**config.mk**
```make
export PLATFORM = sky130hd
export DESIGN_NAME = fetch_sequencer
export DESIGN_NICKNAME = d
export VERILOG_FILES = /design/src/rtl/fetch_sequencer.sv
export SDC_FILE = /design/constraint.sdc
export NUM_CORES = 1
export LEC_CHECK = 0
export ABC_AREA = 1
export BUFFER_PORTS_ARGS = -buffer_cell sky130_fd_sc_hd__buf_4
export CAP_MARGIN = 5
export CORE_MARGIN = 2
export CORE_UTILIZATION = 53
export DETAILED_ROUTE_END_ITERATION = 6
export PLACE_DENSITY = 0.87
export SLEW_MARGIN = 10
export SYNTH_ARGS = -nofsm -noshare
export SYNTH_HDL_FRONTEND = slang
export SYNTH_SLANG_ARGS = --single-unit
```
**constraint.sdc**
```tcl
create_clock -name clk -period 2.6 [get_ports clk]
set_clock_uncertainty 0.05 [all_clocks]
set_input_delay 0.52 -clock clk [delete_from_list [all_inputs] [get_ports clk]]
set_output_delay 0.52 -clock clk [all_outputs]
set_load 0.005 [all_outputs]
```
**src/rtl/fetch_sequencer.sv**
```systemverilog
// rtl/fetch_sequencer.sv - instruction fetch sequencer over a variable-latency IMEM
module fetch_sequencer #(
  parameter logic [31:0] RESET_PC = 32'h0000_0000,
  parameter int          TIMEOUT  = 16,
  parameter int          CNT_W    = 8
) (
  input  logic        clk,
  input  logic        rst,
  input  logic        redirect,
  input  logic [31:0] redirect_pc,
  input  logic        stall_d,
  output logic        mem_req,
  output logic [31:0] mem_addr,
  input  logic        mem_rvalid,
  input  logic [31:0] mem_rdata,
  output logic        valid_f,
  output logic [31:0] instr_f,
  output logic [31:0] pc_f,
  output logic [31:0] pc_plus4_f,
  output logic        flush_d,
  output logic        fetch_err
);

  typedef enum logic [2:0] {S_IDLE, S_REQ, S_HOLD, S_DISCARD, S_ERR} state_t;

  localparam logic [CNT_W-1:0] CNT_LAST = CNT_W'(TIMEOUT - 1);
  localparam bit               TO_EN    = (TIMEOUT != 0);

  state_t           state;
  logic [31:0]      pc;
  logic [31:0]      buffer;
  logic [CNT_W-1:0] cnt;
  logic [31:0]      target;
  logic             timeout_hit;

  assign target      = {redirect_pc[31:2], 2'b00};
  assign timeout_hit = TO_EN && (cnt == CNT_LAST);

  // cnt measures the age of the single outstanding request, across REQ and DISCARD
  always_ff @(posedge clk) begin
    if (rst) begin
      state  <= S_IDLE;
      pc     <= RESET_PC;
      cnt    <= '0;
      buffer <= '0;
    end else begin
      case (state)
        S_IDLE: state <= S_REQ;
        S_REQ: begin
          if (redirect) begin
            pc <= target;
            if (mem_rvalid) begin
              cnt <= '0;
            end else if (timeout_hit) begin
              state <= S_ERR;
            end else begin
              cnt   <= cnt + CNT_W'(1);
              state <= S_DISCARD;
            end
          end else if (mem_rvalid) begin
            cnt <= '0;
            if (stall_d) begin
              buffer <= mem_rdata;
              state  <= S_HOLD;
            end else begin
              pc <= pc + 32'd4;
            end
          end else if (timeout_hit) begin
            state <= S_ERR;
          end else begin
            cnt <= cnt + CNT_W'(1);
          end
        end
        S_HOLD: begin
          if (redirect) begin
            pc    <= target;
            state <= S_REQ;
          end else if (!stall_d) begin
            pc    <= pc + 32'd4;
            state <= S_REQ;
          end
        end
        S_DISCARD: begin
          if (redirect) pc <= target;
          if (mem_rvalid) begin
            cnt   <= '0;
            state <= S_REQ;
          end else if (timeout_hit) begin
            state <= S_ERR;
          end else begin
            cnt <= cnt + CNT_W'(1);
          end
        end
        S_ERR:   state <= S_ERR;
        default: state <= S_IDLE;
      endcase
    end
  end

  assign mem_req    = (state == S_REQ);
  assign mem_addr   = pc;
  assign pc_f       = pc;
  assign pc_plus4_f = pc + 32'd4;
  assign instr_f    = (state == S_REQ) ? mem_rdata : buffer;
  assign valid_f    = !redirect && !stall_d &&
                      (((state == S_REQ) && mem_rvalid) || (state == S_HOLD));
  assign flush_d    = redirect &&
                      ((state == S_REQ) || (state == S_HOLD) || (state == S_DISCARD));
  assign fetch_err  = (state == S_ERR);

endmodule
```
==> results.md <==
- Hold Path Class: input port to register
- Port bufs: roughly 190
- Final setup fails: 0
- Mapped Cells: about 800
- I/O pins: 201
- Via count: about 5500
- Slew headroom: between 40% and 50%
- Clock buffer count from CTS: 9
- WL per Instance: ~13 µm
- Sequential Power Share: 38.5%
- Hold WS: around 0.37 ns
- DP Worst Slack: 0.316 ns
- Synth cell types: 32
- Clock Power Share: about a quarter
- Root cell of the clock tree: clkbuf_8
- N_diodes: 0
- Placer Congestion: roughly 0.91
- First drt pass iteration count: 7
- Min-delay src: mem_rdata[31]
- Die X: 100 µm
- CTS tree: yes
- EDFF count, synth: 0
- Synth top cells by count: nand2_1 (287), nor2_1 (122), dfxtp_1 (73)
- Post-Route Utilization: a little over two thirds
- WHS Path Cells: 3
- Routed WL: 14300 µm
- Dpl hpwl: approximately 10000 µm
- P_sw: between 1 and 1.5 mW
- Int Power: 2.32 mW
- Layout cells sized above 1: around 28%
- Setup crit start kind: register
- Count leader, synth: nand2_1
- R2R depth: 10
- Global-route wire length before repair: ~23000 µm
- Worst R2R End: buffer[13]
- Gr usage total: 27.7%
- Critical path class: register to primary output
- Clock-pin transition on the worst setup and hold timing paths: about 0.090 ns
- Largest net degree at the start of global routing: 61
- Ys Warns: 0
- Pleak: 3.21 nW
- Die area: ~10000 µm²
- Vias in the first global route: roughly 5000
- Final min period: ~2.5 ns
- Register area share after synthesis: 29.6%
- Area leader, netlist: dfxtp_1
- Synth top area cells: dfxtp_1 (30%), nand2_1 (22%), nor2_1 (9.3%)
- Hold bufs inserted after CTS: 0
- Clk buf depth: 2
- Max_cap viols: 0
- Routed Antenna Nets: 0
- Slew @ Worst Pin: approximately 0.76 ns
- Initial Util: around 54%
- Clk sink count: 73
- Syn avg cell area: about 6 µm²
- Clk_lat worst skew: about 0.35 ns
- Number of fill cells: between 800 and 900
- Crit path capture type: primary output
- Crit path DAT: around 1.9 ns
- RSZ-0062 raised after global routing: yes
- PwrDens: roughly 560 nW/µm²
- Initial antenna violation count: 0
- Die H: about 100 µm
- Worst setup margin: 0.109 ns
- Layout area overhead: 30.9%
- CP Max Fanout: 6
- Fin nets: 1045
- Worst R2R Start: state[2]
- DRC viols: 0
- DRT iter0 DRCs: 328
- Yosys top cell area share: 29.6%
- Placeable core area: around 9200 µm²
- Site Rows: 35
- Top_reg_cell synth: dfxtp_1
- Worst vdd ir: 0.363 mV
- Final Cycle Share: 95.8%
- H-Tree Depth: 3
- Yosys reg bits: 73
- Fmax: 401 MHz
- Synth async-reset ratio: 0%
- Reg2Reg Setup Slack: around 0.52 ns
- Worst Hold Endpoint: buffer[31]
- Comb pwr share: a little over a third
- Worst EP required: 2.03 ns
- Total grt overflow: 0
- Setup TNS: 0 ns
- Vias per Instance: 5.09
- Fin. Hold Viols: 0
- Sw Share: a little over a third
- Outcome: finished, final reports clean
- Syn Std Cell Area: just under 5000 µm²
- Max Slew Vio Count: 0
-- layer usage --
| layer | track usage [%] | wire length [µm] | vias up | share of wire, % |
|---|---|---|---|---|
| met5 | 0 | 0 | - | 0 |
| met1 | 32.8 | 5790 | 2448 | 40 |
| met2 | 46.7 | 6700 | 243 | 47 |
| met4 | 13.0 | 483 | 0 | 3.4 |
| li1 | - | - | 2811 | - |
| met3 | 7.42 | 1350 | 47 | 9.4 |
-- what timing repair did --
item	in CTS	in global routing
buffers inserted	0	3
pin swaps	0	3
gates resized for setup	2	7
setup endpoints to repair	10	35
-- kinds of logic after synthesis --
group,Yosys count,share of synthesized area (%)
DFF,73,29.6
other,1,0.0760
adders and majority gates,2,0.507
xor gates and xnor gates,14,3.09
AOI/OAI and AO/OA,112,12.1
and+or+nand+nor,481,40.6
buffers and inverters,141,14.0
-- per-stage QoR --
stage	instance area (µm²)	instances	total power, mW
CTS	6410	1087	3.63
finish	6450	1090	3.62
detailed placement	6210	1071	2.70
global placement	6210	1071	2.68
floorplan	4950	829	2.11
global route	6450	1090	3.84
-- layout make-up --
cell class | count | area [µm²] | share of cell area (%)
Clock inverter | 7 | 78.8 | 1.22
Multi-Input combinational cell | 615 | 2820 | 43.7
Inverter | 73 | 280 | 4.34
Timing Repair Buffer | 202 | 1540 | 23.9
Sequential cell | 73 | 1470 | 22.7
Tap cell | 111 | 139 | 2.15
Clock buffer | 9 | 124 | 1.92
-- placed cells by master (no fill, tap or decap), drive strengths merged --
cell      instances
nand2           298
buf             202
nor2            136
dfxtp            73
inv              72
a21oi            63
o21ai            46
nand3            32
xor2             14
clkbuf            9
nand4             7
conb              6
clkinv            6
and2              5
nor3              2
a211oi            2
ha                2
clkinvlp          1
or2               1
o22a              1
bufinv            1
-- flip-flops by register name, indices dropped and copies added (netlist names) --
| name | count |
|---|---|
| mem_addr | 30 |
| buffer | 32 |
| state | 3 |
| cnt | 8 |
-- how the worst max path moves through the flow --
stage	endpoint	start	slack (ns)	cells after the start
6_report	pc_plus4_f[22]	mem_addr[3]	0.11	9
5_1_grt	instr_f[25]	state[2]	-0.04	7
4_1_cts	pc_plus4_f[28]	mem_addr[3]	0.004	8
3_5_place_dp	pc_plus4_f[28]	mem_addr[3]	0.32	8
3_3_place_gp	pc_plus4_f[28]	mem_addr[3]	0.34	8
2_1_floorplan	pc_plus4_f[28]	mem_addr[2]	0.67	7
-- power groups by stage --
stage               logic (mW)  registers, mW  clock network, mW
CTS                       1.30           1.39              0.943
global route              1.44           1.41              0.981
detailed placement        1.29           1.41                  0
floorplan                0.734           1.37                  0
global placement          1.27           1.41                  0
finish                    1.29           1.39              0.929
-- critical path, stage by stage, from the launching register on --
cell and delay [ns]:
dfxtp_2 0.40, ha_1 0.20, nand2_2 0.11, nor2_4 0.14, buf_4 0.13, nand3_2 0.11
nor2_1 0.12, nand2_1 0.07, and2_1 0.16, buf_4 0.13
(Power assumes the default switching activity.)
